## config.mk

```make
export PLATFORM = sky130hd
export DESIGN_NAME = rc_loader
export DESIGN_NICKNAME = d
export VERILOG_FILES = /design/src/rtl/rc_loader.sv
export SDC_FILE = /design/constraint.sdc
export NUM_CORES = 1
export LEC_CHECK = 0
export BUFFER_PORTS_ARGS = -buffer_cell sky130_fd_sc_hd__buf_2
export CORE_MARGIN = 5
export CORE_UTILIZATION = 56
export DETAILED_ROUTE_END_ITERATION = 16
export HOLD_SLACK_MARGIN = 0.1
export PLACE_DENSITY = 0.8
export SYNTH_ARGS = -nofsm -noshare
export SYNTH_HDL_FRONTEND = slang
export SYNTH_SLANG_ARGS = --single-unit
export TNS_END_PERCENT = 100
```

## constraint.sdc

```tcl
create_clock -name clk -period 2.2 [get_ports clk]
set_clock_uncertainty 0.2 [all_clocks]
set_input_delay 0.44 -clock clk [delete_from_list [all_inputs] [get_ports clk]]
set_output_delay 0.44 -clock clk [all_outputs]
set_load 0.05 [all_outputs]
```

## src/rtl/rc_loader.sv

```systemverilog
// Runtime seed loader for the Toeplitz hash: collects column then row seed words from a
// valid/ready stream and commits rrow0/col0 atomically in the same format as the file-based path.
module rc_loader #(
  parameter int BS = 64,
  parameter int N  = 256,
  parameter int L  = 128
) (
  input  logic          clk,
  input  logic          rstn,
  input  logic          start,
  input  logic [BS-1:0] in_data,
  input  logic          in_valid,
  output logic          in_ready,
  output logic          busy,
  output logic          rc_valid,
  output logic          done,
  output logic [N-1:0]  rrow0,
  output logic [L-1:0]  col0,
  output logic [1:0]    dbg_state
);

  localparam int XSZ = N / BS;
  localparam int YSZ = L / BS;
  localparam int NW  = XSZ + YSZ;
  localparam int CW  = $clog2(NW + 1);

  if ((N % BS) != 0) begin : g_bad_n
    $error("rc_loader: N must be a multiple of BS");
  end
  if ((L % BS) != 0) begin : g_bad_l
    $error("rc_loader: L must be a multiple of BS");
  end

  typedef enum logic [1:0] {
    S_IDLE = 2'd0,
    S_COL  = 2'd1,
    S_ROW  = 2'd2
  } state_t;

  state_t          state, state_nxt;
  logic [CW-1:0]   cnt;
  logic [L-1:0]    col_stg;
  logic [N-1:0]    row_stg;
  logic [L+BS-1:0] col_cat;
  logic [N+BS-1:0] row_cat;
  logic [N-1:0]    row_shift;
  logic [N-1:0]    row_rev;
  logic            hs;
  logic            col_last;
  logic            commit;

  // Handshake: a word transfers on a rising edge where in_valid & in_ready are both high.
  // in_ready is decoded from state only; a start in the same cycle wins and drops the word.
  assign in_ready  = (state == S_COL) || (state == S_ROW);
  assign busy      = in_ready;
  assign dbg_state = state;

  assign hs       = in_valid && in_ready && !start;
  assign col_last = (state == S_COL) && hs && (cnt == CW'(YSZ - 1));
  assign commit   = (state == S_ROW) && hs && (cnt == CW'(XSZ - 1));

  // Shifting left by one word keeps the first word received in the MSBs.
  assign col_cat = {col_stg, in_data};
  assign row_cat = {row_stg, in_data};

  always_comb begin
    row_rev   = '0;
    row_shift = {row_cat[N-2:0], 1'b0};
    for (int i = 0; i < N; i++) begin
      row_rev[i] = row_shift[N-1-i];
    end
  end

  always_comb begin
    state_nxt = state;
    case (state)
      S_IDLE:  if (start) state_nxt = S_COL;
      S_COL: begin
        if (start)         state_nxt = S_COL;
        else if (col_last) state_nxt = S_ROW;
      end
      S_ROW: begin
        if (start)       state_nxt = S_COL;
        else if (commit) state_nxt = S_IDLE;
      end
      default: state_nxt = S_IDLE;
    endcase
  end

  always_ff @(posedge clk or negedge rstn) begin
    if (!rstn) state <= S_IDLE;
    else       state <= state_nxt;
  end

  always_ff @(posedge clk or negedge rstn) begin
    if (!rstn) begin
      cnt      <= '0;
      col_stg  <= '0;
      row_stg  <= '0;
      rrow0    <= '0;
      col0     <= '0;
      rc_valid <= 1'b0;
      done     <= 1'b0;
    end else begin
      done <= commit;
      if (start) begin
        cnt     <= '0;
        col_stg <= '0;
        row_stg <= '0;
      end else if (hs) begin
        if (col_last || commit) cnt <= '0;
        else                    cnt <= cnt + 1'b1;
        if (state == S_COL) col_stg <= col_cat[L-1:0];
        else                row_stg <= row_cat[N-1:0];
      end
      if (commit) begin
        col0     <= col_stg;
        rrow0    <= row_rev;
        rc_valid <= 1'b1;
      end
    end
  end

endmodule

```

==> impl_summary.md, run 1 <==
Status
The flow ran to the end, and the final reports show no timing, DRC or antenna violations.

Timing
The final worst hold slack is around 0.16 ns. At the pin with the least slew margin, the transition time is approximately 0.53 ns. Subtracting the final worst setup slack from the clock period gives ~2.1 ns.

Setup repair after global routing could not meet its margin everywhere. The final hold violation count is 0. Timing would allow up to between 0.4 and 0.5 GHz. The number of max-slew violations in the final report is 0. The final worst-path cycle share is between 90% and 100%. The max-slew headroom at the worst pin is between 60% and 70%. The final number of setup-violating endpoints is 0. Across all setup checks in the final design, the least slack found is roughly 0.065 ns.

Cells and area
Cells fill a little under three quarters of the core in the end. The area growth from synthesis to layout is 25.8%. The number of nets in the layout is 3102. Cells with a size suffix above 1 make up between 20 and 25% of the layout. The cell area after layout is 0.0331 sq mm.

Die
The number of standard-cell rows in the floorplan is 79. The floorplan step set the die height to between 200 and 250 um. The die extent in x is 227 um. Once the floorplan was initialized, standard cells occupied between 50% and 60% of the core. In this run the standard cell core region covers around 0.047 sq mm.

458 I/O pins were placed. The die covers 0.0515 sq mm.

Placed design
The worst-case setup slack after placement is roughly 0.0071 ns. The placed instances occupy a cell area of 0.0298 sq mm. Detailed placement finished with a half-perimeter wire length of about 49000 um. The final weighted congestion of routability-driven global placement is just under 0.9. In this run the tool buffered the top-level ports with roughly 460 buffer cells.

Drt
For this block, the initial DRC count from the detailed router was approximately 1900. For this run, design rule violations remaining after detail routing come to 0. The iteration count of the initial detailed-routing pass is 5.

The total wire length after detailed routing is between 70000 and 80000 um. Using the TritonRoute via totals, the vias-per-cell ratio works out to about 5.6. Dividing the detail-routed wire length by the instance count gives just over 20 um. For this block, the via count after detailed routing is 20700. The number of routed nets with antenna violations is 0.

Critical path
On the worst path, the slowest cell contributes a delay of about 0.4 ns. The critical path class is flop to primary output. Among all stages on the critical path, the largest delay is contributed by sky130_fd_sc_hd__dfrtp_2.

The category of the worst setup path capture point is a primary output. The critical path buffer and inverter count is 2. For the worst setup path, the data required time is roughly 1.6 ns. The sort of element at the start of the critical path is a flop. Data on the critical path arrives at its endpoint at 1.49 ns. Along the worst path, the maximum fanout reaches 5.

Traced cell by cell, the critical path runs through inv_2 -> ha_4 -> buf_8. The cell family contributing the most delay on the critical path is flip-flops.

Clock network
The maximum clock path buffer count is 3. The cell sitting at the root of the clock tree is a sky130_fd_sc_hd__clkbuf_16. TritonCTS built the clock tree.

Clock tree synthesis found a total of between 700 and 800 sinks. The later pin in the worst-skew pair is clocked with a latency of about 0.60 ns. Clock-pin slew was measured on the worst setup and hold paths at ~0.06 ns. The clock tree synthesis step divided the H-tree into 3 levels.

The number of clock buffers added by TritonCTS is 70.

Yosys
By area the synthesized netlist is led by sky130_fd_sc_hd__dfrtp_1 67%, sky130_fd_sc_hd__nand2_1 17%, sky130_fd_sc_hd__a22o_1 8.5%. The register area share after synthesis is 67.4%. Counting flops with a built-in enable in the synthesized netlist gives 0. The biggest area contributor in the post-synthesis netlist is sky130_fd_sc_hd__dfrtp_1.

Of all flip-flops after synthesis, the portion carrying an async set or reset was between 90% and 100%. The area of the mapped netlist is approximately 0.026 sq mm. After synthesis, the mean cell area works out to around 10 sq um. In the synthesized netlist the dominant register cell turns out to be sky130_fd_sc_hd__dfrtp_1. The number of cells produced by synthesis is around 2500. The number of synthesized register bits is 709. Synthesis instantiated 24 different standard cells from the library. The count of yosys warnings during synthesis is 0. When the netlist entered floorplanning its net count stood at 2585. The fraction of post-synthesis cell area in the top cell type by area is approximately two thirds.

Pwr
In this run the power density over the cells is 850 mW/mm^2. The worst-case IR drop observed on VDD is approximately 0.0008 V. The analysis attributes to cell leakage a power of ~0.019 uW.

Global route
Global routing used between 20 and 30% of the available tracks. The remaining global-route overflow is 0. Entering global routing, the biggest net connects roughly 100 pins. The number of global-route vias before repair was 21100.

The first global-routing pass estimated 120000 um of wire. The number of antenna violations at the first check in global routing is 0.

Run
The total of max-cap violations is 0.

Hold path
The worst hold path class is input pin to flop.
==> cells in the mapped netlist, types with 2 or more instances <==
cell type                  number
sky130_fd_sc_hd__buf_2        100
sky130_fd_sc_hd__buf_4         18
sky130_fd_sc_hd__a31oi_1        2
sky130_fd_sc_hd__inv_1          6
sky130_fd_sc_hd__buf_1          6
sky130_fd_sc_hd__a21oi_1        3
sky130_fd_sc_hd__nor3_1         3
sky130_fd_sc_hd__dfrtp_1      709
sky130_fd_sc_hd__nand2_1     1218
sky130_fd_sc_hd__o21ai_0       67
sky130_fd_sc_hd__clkbuf_1      40
sky130_fd_sc_hd__ha_1           7
sky130_fd_sc_hd__nand2b_1      66
sky130_fd_sc_hd__a22o_1       255
==> cell families (layout without fill, tap and decap cells) <==
group | after synthesis | in the layout | synth area share, %
simple gates | 1290 | 1290 | 19.1
flops | 709 | 709 | 67.4
other cells | 1 | 3 | 0.0142
fa+ha+maj | 7 | 7 | 0.333
buf+inv | 171 | 743 | 3.17
compound gates | 332 | 332 | 10.0
==> worst register-to-register path, stage by stage (launching register included) <==
cell and delay (ns):
sky130_fd_sc_hd__dfrtp_2 0.41, sky130_fd_sc_hd__inv_2 0.10, sky130_fd_sc_hd__ha_4 0.24, sky130_fd_sc_hd__and3b_1 0.23, sky130_fd_sc_hd__nand3_4 0.15, sky130_fd_sc_hd__buf_12 0.22
sky130_fd_sc_hd__buf_16 0.30, sky130_fd_sc_hd__nand2_1 0.15, sky130_fd_sc_hd__nand2_1 0.09
==> metal layers <==
metal,up-vias,part of all wire (%),GRT usage (%)
met5,-,0,0
met4,0,4.9,14.3
met3,222,8.6,7.29
met2,1007,47,45.2
met1,10400,40,40.4
li1,9153,-,-
==> final timing paths <==
check	endpoint	cells past startpoint	slack [ns]	from
max reg2reg	rrow0[178]	8	0.07	dbg_state[0]
max in group asynchronous	rrow0[13]	4	0.92	rstn
min reg2reg	col0[82]	2	0.26	col_stg[82]
max	busy	3	0.07	dbg_state[0]
min in group asynchronous	col0[14]	3	0.23	rstn
min	cnt[1]	4	0.16	in_valid
==> area by class of cell <==
class                      count  area (sq um)
multi-input combinational   1630          7830
fill                        3103         13400
sequential                   709         17700
inverter                       7          38.8
timing repair buffer         609          4250
clock buffer                 105          2190
tap                          607           759
clock inverter                22           298
antenna                        2          5.00
==> cells in the final DEF (no fill, tap or decap), types with 2 or more instances in the layout <==
cell / count
sky130_fd_sc_hd__clkbuf_16: 75
sky130_fd_sc_hd__nand2_1: 1212
sky130_fd_sc_hd__clkinvlp_4: 6
sky130_fd_sc_hd__o21ai_0: 67
sky130_fd_sc_hd__a22o_1: 255
sky130_fd_sc_hd__dfrtp_1: 707
sky130_fd_sc_hd__buf_4: 39
sky130_fd_sc_hd__nor3_2: 2
sky130_fd_sc_hd__diode_2: 2
sky130_fd_sc_hd__buf_12: 44
sky130_fd_sc_hd__clkinv_8: 2
sky130_fd_sc_hd__a31oi_4: 2
sky130_fd_sc_hd__clkbuf_8: 22
sky130_fd_sc_hd__buf_2: 453
sky130_fd_sc_hd__nand2b_1: 66
sky130_fd_sc_hd__clkinv_2: 6
sky130_fd_sc_hd__buf_8: 3
sky130_fd_sc_hd__inv_6: 2
sky130_fd_sc_hd__dlygate4sd3_1: 66
sky130_fd_sc_hd__inv_1: 4
sky130_fd_sc_hd__clkbuf_1: 9
sky130_fd_sc_hd__bufinv_16: 6
sky130_fd_sc_hd__inv_2: 2
sky130_fd_sc_hd__nand2_2: 6
sky130_fd_sc_hd__ha_1: 6
sky130_fd_sc_hd__dfrtp_2: 2
sky130_fd_sc_hd__buf_16: 3
sky130_fd_sc_hd__a21oi_1: 3
==> where the power goes <==
group	leakage, uW	total [uW]	switching [uW]	internal, uW
clock	0.00121	12700	5120	7610
sequential	0.00982	13700	321	13400
combinational	0.00780	1740	1090	645
==> stage by stage <==
stage	TNS, ns	std cells	total power, uW
2_1_floorplan	0	2510	14500
3_3_place_gp	0	3489	15400
3_5_place_dp	0	3489	15500
4_1_cts	0	3686	28200
5_1_grt	-0.0179	3689	29100
6_report	0	3691	28100
==> what timing repair did <==
item,CTS,global route
hold buffers,67,0
setup endpoints to repair,6,55
buffers inserted,3,2
cloned,0,1
endpoints found under the hold margin,642,0
resized for setup,6,10
pin swaps,1,1
==> sequential cells by signal (all words and copies together), names as in the netlist <==
register	count
rrow0	255
row_stg	191
col0	128
col_stg	128
cnt	3
dbg_state	2
done	1
rc_valid	1
No activity file was read; power rests on OpenSTA's default activity.
==> run 2, diff against run 1 <==
--- a/config.mk
+++ b/config.mk
@@ -10,7 +10,7 @@
 export CORE_UTILIZATION = 56
 export DETAILED_ROUTE_END_ITERATION = 16
 export HOLD_SLACK_MARGIN = 0.1
-export PLACE_DENSITY = 0.8
+export PLACE_DENSITY = 0.82
 export SYNTH_ARGS = -nofsm -noshare
 export SYNTH_HDL_FRONTEND = slang
 export SYNTH_SLANG_ARGS = --single-unit
==> run 2 against run 1 <==
  * Total power is 3.8% lower
  * Sequential power about the same
  * Non-clock buffer count down 9
  * Setup slack worse by 0.014 ns
  * Utilization fell by 0.71 points
  * Flip-flop and latch count stayed put
  * Fmax down 0.66%
  * Critical path depth unchanged
  * Clock power fell by 8%
  * Wire length is 3.4% lower
  * Cell count fell by 0.49%
  * Critical path type unchanged
==> impl_summary.md, run 2 (synthesis results as in run 1) <==
Hold path
The cell count of the worst hold path came to 4 (unchanged). The worst hold endpoint is cnt[1] (unchanged). The launch instance of the worst min-delay path was in_valid (unchanged). The worst hold path class is input pin to flop (unchanged).

Critical path
The reg-to-reg critical path startpoint is dbg_state[1] (was dbg_state[0]). The sort of element at the start of the critical path is a flop (unchanged). The critical path class is flop to primary output (unchanged). The worst-case register-to-register setup slack is 0.08 ns (was 0.07 ns). The capture instance of the worst register-to-register path was row_stg[13] (was rrow0[178]).

The category of the worst setup path capture point is a primary output (unchanged). The data required time at the worst endpoint was 1.56 ns (about the same). The path depth of the worst reg2reg path is 8 (unchanged).

The maximum fanout along the worst path is 7 (was 5). The endpoint arrival time on the critical path is 1.51 ns (was 1.49 ns).

Timing
The final hold violation count is 0 (unchanged). The minimum clock period after layout is 2.15 ns (was 2.13 ns). The setup total negative slack is 0 ns (unchanged). The number of max-slew violations in the final report is 0 (unchanged).

The final worst-path cycle share was 97.7% (was 97.0%). The final number of setup-violating endpoints was 0 (unchanged). The upper clock frequency limit is 0.465 GHz (was 0.468 GHz). The transition time at the pin with the least slew margin is 0.655 ns (was 0.535 ns). The max-slew headroom at the worst pin is 56.4% (was 64.3%). RSZ-0062 raised after global routing: false (was true).

Run
The total of max-cap violations came to 0 (unchanged).

Pwr
The total power density per cell area is 826 mW/mm^2 (was 850 mW/mm^2). The leakage power figure is 0.0187 uW (was 0.0188 uW). The worst supply voltage drop on vdd is 0.000671 V (was 0.000796 V). The part of the total power dissipated in sequential elements is 50.5% (was 48.6%). The internal power contribution is 20800 uW (was 21600 uW). The clock share of power came to 43.3% (was 45.2%). The combinational group share of total power is 6.2% (about the same). The net switching power figure is 6270 uW (was 6530 uW).

The switching fraction of total power came to 23.2% (about the same). The total power after layout is 27100 uW (was 28100 uW).

Placed design
The number of I/O port buffers is 456 (unchanged). The post-detailed-placement half-perimeter wirelength is 47500 um (was 48900 um). The final weighted congestion of routability-driven global placement is 0.876 (was 0.877). The placed instance area is 0.0297 sq mm (was 0.0298 sq mm).

Drt
The average vias per placed instance is 5.63 (was 5.62). The number of DRC markers in iteration 0 is 2033 (was 1932). The total wire length after detailed routing is 74100 um (was 76700 um). The total via count after detailed routing came to 20700 (about the same). The number of routed nets with antenna violations is 0 (unchanged).

The routed wire length per instance came to 20.2 um (was 20.8 um). The total DRC errors in the routed layout came to 0 (unchanged). The iteration count of the initial detailed-routing pass is 5 (unchanged).

Global route
The largest net degree at the start of global routing is 119 (was 99). The total global-route track usage is 28.5% (was 29.6%). The global-route wire length before repair is 116000 um (was 120000 um). The remaining global-route overflow was 0 (unchanged). The number of global-route vias before repair is 20800 (was 21100). The number of antenna violations at the first check in global routing was 0 (unchanged).

Cells and area
The most common cell after layout, fill and taps aside is sky130_fd_sc_hd__nand2_1 (unchanged). The fraction of the core area covered by cells at the end of the flow was 70.4% (was 71.1%). The cell area after layout is 0.0328 sq mm (was 0.0331 sq mm). The area growth from synthesis to layout is 24.5% (was 25.8%). The count of antenna diodes in the layout is 0 (was 2).

The flip-flop count of the largest register, all copies and words added was 255 (unchanged). Registers with the most flip-flops: rrow0 x255, row_stg x191 (unchanged). The number of nets in the layout is 3094 (was 3102). The fraction of layout cells with a size suffix above 1 was 21.2% (was 22.0%). Highest-count cells in the layout ignoring fill and taps: 1218 x sky130_fd_sc_hd__nand2_1, 707 x sky130_fd_sc_hd__dfrtp_1, 453 x sky130_fd_sc_hd__buf_2 (was 1212 x sky130_fd_sc_hd__nand2_1, 707 x sky130_fd_sc_hd__dfrtp_1, 453 x sky130_fd_sc_hd__buf_2).

The largest register by flop count is rrow0 (unchanged). The number of fillers in the final layout was 3157 (was 3103).

Die
The placeable core area is 0.0466 sq mm (unchanged). The number of standard-cell rows in the floorplan is 79 (unchanged). The die area is 0.0515 sq mm (unchanged).

The die extent in x is 227 um (unchanged). The I/O pin count came to 458 (unchanged). The effective utilization at floorplan came to 56.6% (unchanged).

The die boundary height is 227 um (unchanged).

Clock network
The H-tree depth is 3 (unchanged). The master cell of the clock root buffer is sky130_fd_sc_hd__clkbuf_16 (unchanged). The number of clock buffers inserted by TritonCTS is 70 (unchanged). The source-to-sink clock delay at the later pin of the worst-skew pair is 0.60 ns (about the same). The clock sink count was 709 (unchanged). The clock-pin slew on the worst setup and hold paths is 0.06 ns (about the same). The maximum clock path buffer count is 3 (unchanged). The CTS tree is yes (unchanged).

Status
Run status: finished clean (unchanged).
==> run 2: through the flow <==
| stage | std cells | worst slack, ns | hold slack, ns |
|---|---|---|---|
| floorplan | 2510 | 0.000155 | -0.0556 |
| global placement | 3480 | 0.114 | 0.0717 |
| detailed placement | 3480 | 0.0164 | 0.0734 |
| global route | 3673 | 0.00363 | 0.162 |
| CTS | 3669 | 0.0104 | 0.120 |
| finish | 3673 | 0.0511 | 0.166 |
==> run 2: worst max-delay path, stage by stage, from the launching register on <==
cell	delay [ns]
sky130_fd_sc_hd__dfrtp_2	0.37
sky130_fd_sc_hd__inv_2	0.06
sky130_fd_sc_hd__ha_4	0.33
sky130_fd_sc_hd__buf_8	0.16
==> run 2: worst max path at each step <==
stage | from | end | slack, ns | cells past startpoint
detailed placement | dbg_state[1] | rrow0[55] | 0.02 | 8
global route | dbg_state[1] | row_stg[13] | 0.004 | 8
floorplan | dbg_state[0] | col0[40] | 0.0002 | 8
finish | dbg_state[0] | in_ready | 0.05 | 3
global placement | dbg_state[1] | rrow0[118] | 0.11 | 8
CTS | dbg_state[0] | in_ready | 0.01 | 3
==> run 2: area by class of cell <==
cell class	instances	area [sq um]	area share, %
Clock buffer	106	2140	6.53
Clock inverter	13	114	0.347
Inverter	7	38.8	0.118
Multi-Input combinational cell	1630	7820	23.8
Sequential cell	709	17700	54.1
Tap cell	607	759	2.32
Timing Repair Buffer	600	4160	12.7
Timing Repair inverter	1	8.76	0.0267
==> run 2: per-layer routing <==
layer | vias up | GRT usage, % | part of all wire [%]
met3 | 211 | 6.21 | 8.4
met5 | - | 0 | 0
met1 | 10300 | 39.9 | 40
met4 | 0 | 12.5 | 4.4
li1 | 9141 | - | -
met2 | 978 | 43.6 | 47
==> run 2: power by group through the flow <==
stage | Clock [uW] | Combinational [uW] | Sequential [uW]
finish | 11700 | 1670 | 13700
detailed placement | 0 | 1500 | 13900
global route | 12500 | 1830 | 13700
CTS | 11900 | 1660 | 13700
global placement | 0 | 1450 | 13900
floorplan | 0 | 747 | 13800
==> run 2: repair_timing <==
action | in CTS | in global routing
resized for setup | 7 | 6
pin swaps | 1 | 2
setup endpoints to repair | 4 | 177
endpoints found under the hold margin | 902 | 0
buffers inserted | 3 | 2
hold buffers | 67 | 0
gates cloned | 0 | 2
==> run 3, diff against run 2 <==
--- a/config.mk
+++ b/config.mk
@@ -5,12 +5,13 @@
 export SDC_FILE = /design/constraint.sdc
 export NUM_CORES = 1
 export LEC_CHECK = 0
+export ABC_AREA = 1
 export BUFFER_PORTS_ARGS = -buffer_cell sky130_fd_sc_hd__buf_2
 export CORE_MARGIN = 5
-export CORE_UTILIZATION = 56
+export CORE_UTILIZATION = 55
 export DETAILED_ROUTE_END_ITERATION = 16
 export HOLD_SLACK_MARGIN = 0.1
-export PLACE_DENSITY = 0.82
+export PLACE_DENSITY = 0.81
 export SYNTH_ARGS = -nofsm -noshare
 export SYNTH_HDL_FRONTEND = slang
 export SYNTH_SLANG_ARGS = --single-unit
==> run 3 against run 2 <==
  * Via count decreased by 0.65%
  * Highest routed layer unchanged
  * Cell count shrank 0.98%
  * Sequential power is 4% higher
  * Critical path type is now flop to flop
  * Die area is essentially flat
  * Sequential share of layout area increased by 0.57 points
  * Design area shrank 1.0%
  * Largest power group unchanged
  * Global-route usage down 0.33 points
  * Critical path depth increased by 8
==> impl_summary.md, run 3 <==
Critical path
The startpoint of the most critical setup path is dbg_state[0] (unchanged). The critical path class is flop to flop (was flop to primary output). The reg-to-reg critical path startpoint is dbg_state[0] (was dbg_state[1]). The sort of element at the start of the critical path was a flop (unchanged). The category of the worst setup path capture point is a flop (was primary output). The maximum fanout along the worst path was 6 (was 7). The endpoint arrival time on the critical path was 2.49 ns (was 1.51 ns). The data required time at the worst endpoint came to 2.50 ns (was 1.56 ns).

Yosys
The area of the mapped netlist was 0.0259 sq mm (was 0.0263 sq mm). The count of yosys warnings during synthesis is 0 (unchanged). Most used standard cells in the synthesized netlist: 709 x sky130_fd_sc_hd__dfrtp_1, 436 x sky130_fd_sc_hd__o21ai_0, 398 x sky130_fd_sc_hd__nand2_1 (was 1218 x sky130_fd_sc_hd__nand2_1, 709 x sky130_fd_sc_hd__dfrtp_1, 255 x sky130_fd_sc_hd__a22o_1). The most area-hungry cell type in the Yosys netlist is sky130_fd_sc_hd__dfrtp_1 (unchanged). Synth top area cells: sky130_fd_sc_hd__dfrtp_1 69%, sky130_fd_sc_hd__o21ai_0 8.4%, sky130_fd_sc_hd__o22ai_1 6.2% (was sky130_fd_sc_hd__dfrtp_1 67%, sky130_fd_sc_hd__nand2_1 17%, sky130_fd_sc_hd__a22o_1 8.5%). The number of cells produced by synthesis is 2463 (was 2510). The net count after synthesis is 2538 (was 2585). The number of enable flip-flop cells after synthesis is 0 (unchanged). The register area share after synthesis is 68.6% (was 67.4%). The count of cell types in the netlist was 20 (was 24). The dominant synthesized flop cell is sky130_fd_sc_hd__dfrtp_1 (unchanged).

The average instance area after synthesis came to 10.5 sq um (about the same). The fraction of post-synthesis cell area in the top cell type by area is 68.6% (was 67.4%). The post-synthesis async set-or-reset flop share is 100% (unchanged). The most frequent cell after synthesis was sky130_fd_sc_hd__dfrtp_1 (was sky130_fd_sc_hd__nand2_1).

The number of synthesized register bits came to 709 (unchanged).

Cells and area
The number of nets in the layout is 3054 (was 3094). The number of fillers in the final layout came to 3152 (was 3157). The flip-flop count of the largest register, all copies and words added is 255 (unchanged).

Registers with the most flip-flops: rrow0 x255, row_stg x191 (unchanged). The most common cell after layout, fill and taps aside is sky130_fd_sc_hd__dfrtp_1 (was sky130_fd_sc_hd__nand2_1). Highest-count cells in the layout ignoring fill and taps: 707 x sky130_fd_sc_hd__dfrtp_1, 453 x sky130_fd_sc_hd__buf_2, 432 x sky130_fd_sc_hd__o21ai_0 (was 1218 x sky130_fd_sc_hd__nand2_1, 707 x sky130_fd_sc_hd__dfrtp_1, 453 x sky130_fd_sc_hd__buf_2). The post-layout instance count excluding filler cells is 3637 (was 3673). The area growth from synthesis to layout came to 25.5% (was 24.5%). The fraction of layout cells with a size suffix above 1 was 22.0% (was 21.2%).

The largest register by flop count is rrow0 (unchanged).

Status
Run status: finished clean (unchanged).

Pwr
The total power after layout is 31400 uW (was 27100 uW). The net switching power figure is 8830 uW (was 6270 uW). The switching fraction of total power was 28.1% (was 23.2%). The part of the total power dissipated in sequential elements is 45.6% (was 50.5%). The clock share of power is 37.1% (was 43.3%). The leakage power figure was 0.0164 uW (was 0.0187 uW). The worst supply voltage drop on vdd came to 0.000873 V (was 0.000671 V). The combinational group share of total power came to 17.3% (was 6.2%). The total power density per cell area was 967 mW/mm^2 (was 826 mW/mm^2). The internal power contribution is 22600 uW (was 20800 uW).

Die
The die boundary height is 227 um (about the same). The number of standard-cell rows in the floorplan is 79 (unchanged). The effective utilization at floorplan was 55.5% (was 56.6%). The I/O pin count is 458 (unchanged). The die area is 0.0515 sq mm (about the same). The placeable core area is 0.0466 sq mm (unchanged).

The die extent in x is 227 um (about the same).

Clock network
The master cell of the clock root buffer was sky130_fd_sc_hd__clkbuf_16 (unchanged). The CTS tree was yes (unchanged). The clock-pin slew on the worst setup and hold paths is 0.06 ns (about the same). The number of clock buffers inserted by TritonCTS is 70 (unchanged). The maximum clock path buffer count was 3 (unchanged). The H-tree depth is 3 (unchanged).

The clock sink count came to 709 (unchanged). The source-to-sink clock delay at the later pin of the worst-skew pair came to 0.60 ns (about the same).

Placed design
The final weighted congestion of routability-driven global placement was 0.945 (was 0.876). The cell count after placement is 3429 (was 3480). The post-detailed-placement half-perimeter wirelength is 49500 um (was 47500 um). The number of I/O port buffers is 456 (unchanged).

Drt
The average vias per placed instance is 5.65 (was 5.63). The number of DRC markers in iteration 0 is 2164 (was 2033). The routed wire length per instance is 20.8 um (was 20.2 um). The total DRC errors in the routed layout is 0 (unchanged).

The iteration count of the initial detailed-routing pass is 7 (was 5). The number of routed nets with antenna violations came to 0 (unchanged). The total via count after detailed routing is 20500 (was 20700). The total wire length after detailed routing was 75600 um (was 74100 um).

Timing
The final hold violation count was 0 (unchanged). The max-slew headroom at the worst pin was 55.3% (was 56.4%). The transition time at the pin with the least slew margin is 0.670 ns (was 0.655 ns).

The minimum clock period after layout is 2.19 ns (was 2.15 ns). The final number of setup-violating endpoints is 0 (unchanged). The upper clock frequency limit was 0.457 GHz (was 0.465 GHz).

RSZ-0062 raised after global routing: true (was false). The number of max-slew violations in the final report is 0 (unchanged). The final worst-path cycle share was 99.5% (was 97.7%).

Global route
The remaining global-route overflow is 0 (unchanged). The number of global-route vias before repair is 20100 (was 20800). The number of antenna violations at the first check in global routing came to 2 (was 0). The global-route wire length before repair is 113000 um (was 116000 um). The total global-route track usage came to 28.1% (was 28.5%). The largest net degree at the start of global routing came to 128 (was 119).

Hold path
The worst hold path class is input pin to flop (unchanged). The launch instance of the worst min-delay path is start (was in_valid).

Run
The total of max-cap violations is 0 (unchanged).
==> run 3: changes by cell type after synthesis, sizes merged, moves of 66 or more <==
cell / before / now
a22o: 255 / 0
inv: 7 / 398
nand2: 1218 / 398
nand2b: 66 / 0
nand3: 1 / 72
o21ai: 67 / 450
o22ai: 0 / 257
==> run 3: through the flow <==
stage / instance area, sq um / setup slack, ns / util [%] / TNS, ns / hold WS (ns)
2_1_floorplan: 26000 / 0.00194 / - / 0 / -0.0556
3_3_place_gp: 29200 / 0.138 / 62.7 / 0 / 0.227
3_5_place_dp: 29200 / 0.0682 / 62.7 / 0 / 0.221
4_1_cts: 32100 / 0.00939 / 69.0 / 0 / 0.110
5_1_grt: 32400 / -0.0858 / 69.7 / -0.370 / 0.133
6_report: 32400 / 0.0104 / 69.7 / 0 / 0.140
==> run 3: worst max-delay path: stages, from the launching register on <==
cell and delay [ns]:
sky130_fd_sc_hd__dfrtp_2 0.40, sky130_fd_sc_hd__inv_2 0.06, sky130_fd_sc_hd__ha_4 0.32, sky130_fd_sc_hd__nand2_4 0.10
sky130_fd_sc_hd__nand2_4 0.08, sky130_fd_sc_hd__inv_2 0.05, sky130_fd_sc_hd__nor2_4 0.23, sky130_fd_sc_hd__buf_4 0.20
sky130_fd_sc_hd__clkbuf_16 0.15, sky130_fd_sc_hd__buf_4 0.10, sky130_fd_sc_hd__nand3_1 0.08, sky130_fd_sc_hd__o21ai_0 0.13
==> run 3: cell type report <==
class                      instances  area (sq um)  area share [%]
clock buffer                      97          2010            6.18
inverter                         398          1490            4.60
tap                              607           759            2.34
sequential                       709         17700            54.7
clock inverter                    25           231           0.713
antenna                            1          2.50         0.00771
timing repair buffer             607          4280            13.2
multi-input combinational       1193          5930            18.3
==> run 3: path summary, 6_finish.rpt <==
kind                          endpoint  cells past startpoint  slack [ns]
hold / removal                  cnt[2]                      4        0.14
setup / recovery           row_stg[31]                     11        0.01
hold reg to reg               rc_valid                      1        0.28
max in group asynchronous   rrow0[172]                      3        0.73
min in group asynchronous  col_stg[79]                      2        0.22
setup reg to reg           row_stg[31]                     11        0.01
==> run 3: kinds of logic (layout without fill, tap and decap cells) <==
| group | after synthesis | after routing | share of synthesized area [%] |
|---|---|---|---|
| buffers and inverters | 561 | 1127 | 8.75 |
| AO/OA/AOI/OAI | 708 | 708 | 15.0 |
| other | 1 | 2 | 0.0145 |
| AND/OR/NAND/NOR | 477 | 477 | 7.33 |
| flip-flops | 709 | 709 | 68.6 |
| adder cells (fa/ha/maj) | 7 | 7 | 0.339 |
==> run 3: layer usage <==
layer,wire [um],share of wire [%],vias to the layer above,track usage (%)
li1,-,-,9052,-
met1,29900,40,10200,39.8
met2,34800,46,1084,41.7
met3,7230,9.6,210,7.16
met4,3590,4.7,0,12.7
met5,0,0,-,0
==> run 3: power by group through the flow <==
stage | combinational (uW) | sequential (uW) | clock [uW]
after floorplan | 2730 | 14600 | 0
after global placement | 4350 | 14500 | 0
after CTS | 4780 | 14300 | 11800
after detailed placement | 4490 | 14500 | 0
final | 5420 | 14300 | 11700
after global routing | 5840 | 14400 | 12400
==> run 3: what timing repair did <==
action | in CTS | in global routing
gates resized for setup | 6 | 17
hold endpoints to repair | 788 | 0
endpoints found under the setup margin | 2 | 108
gates cloned | 0 | 7
hold buffers | 66 | 0
pin swaps | 0 | 2
setup buffers | 3 | 9
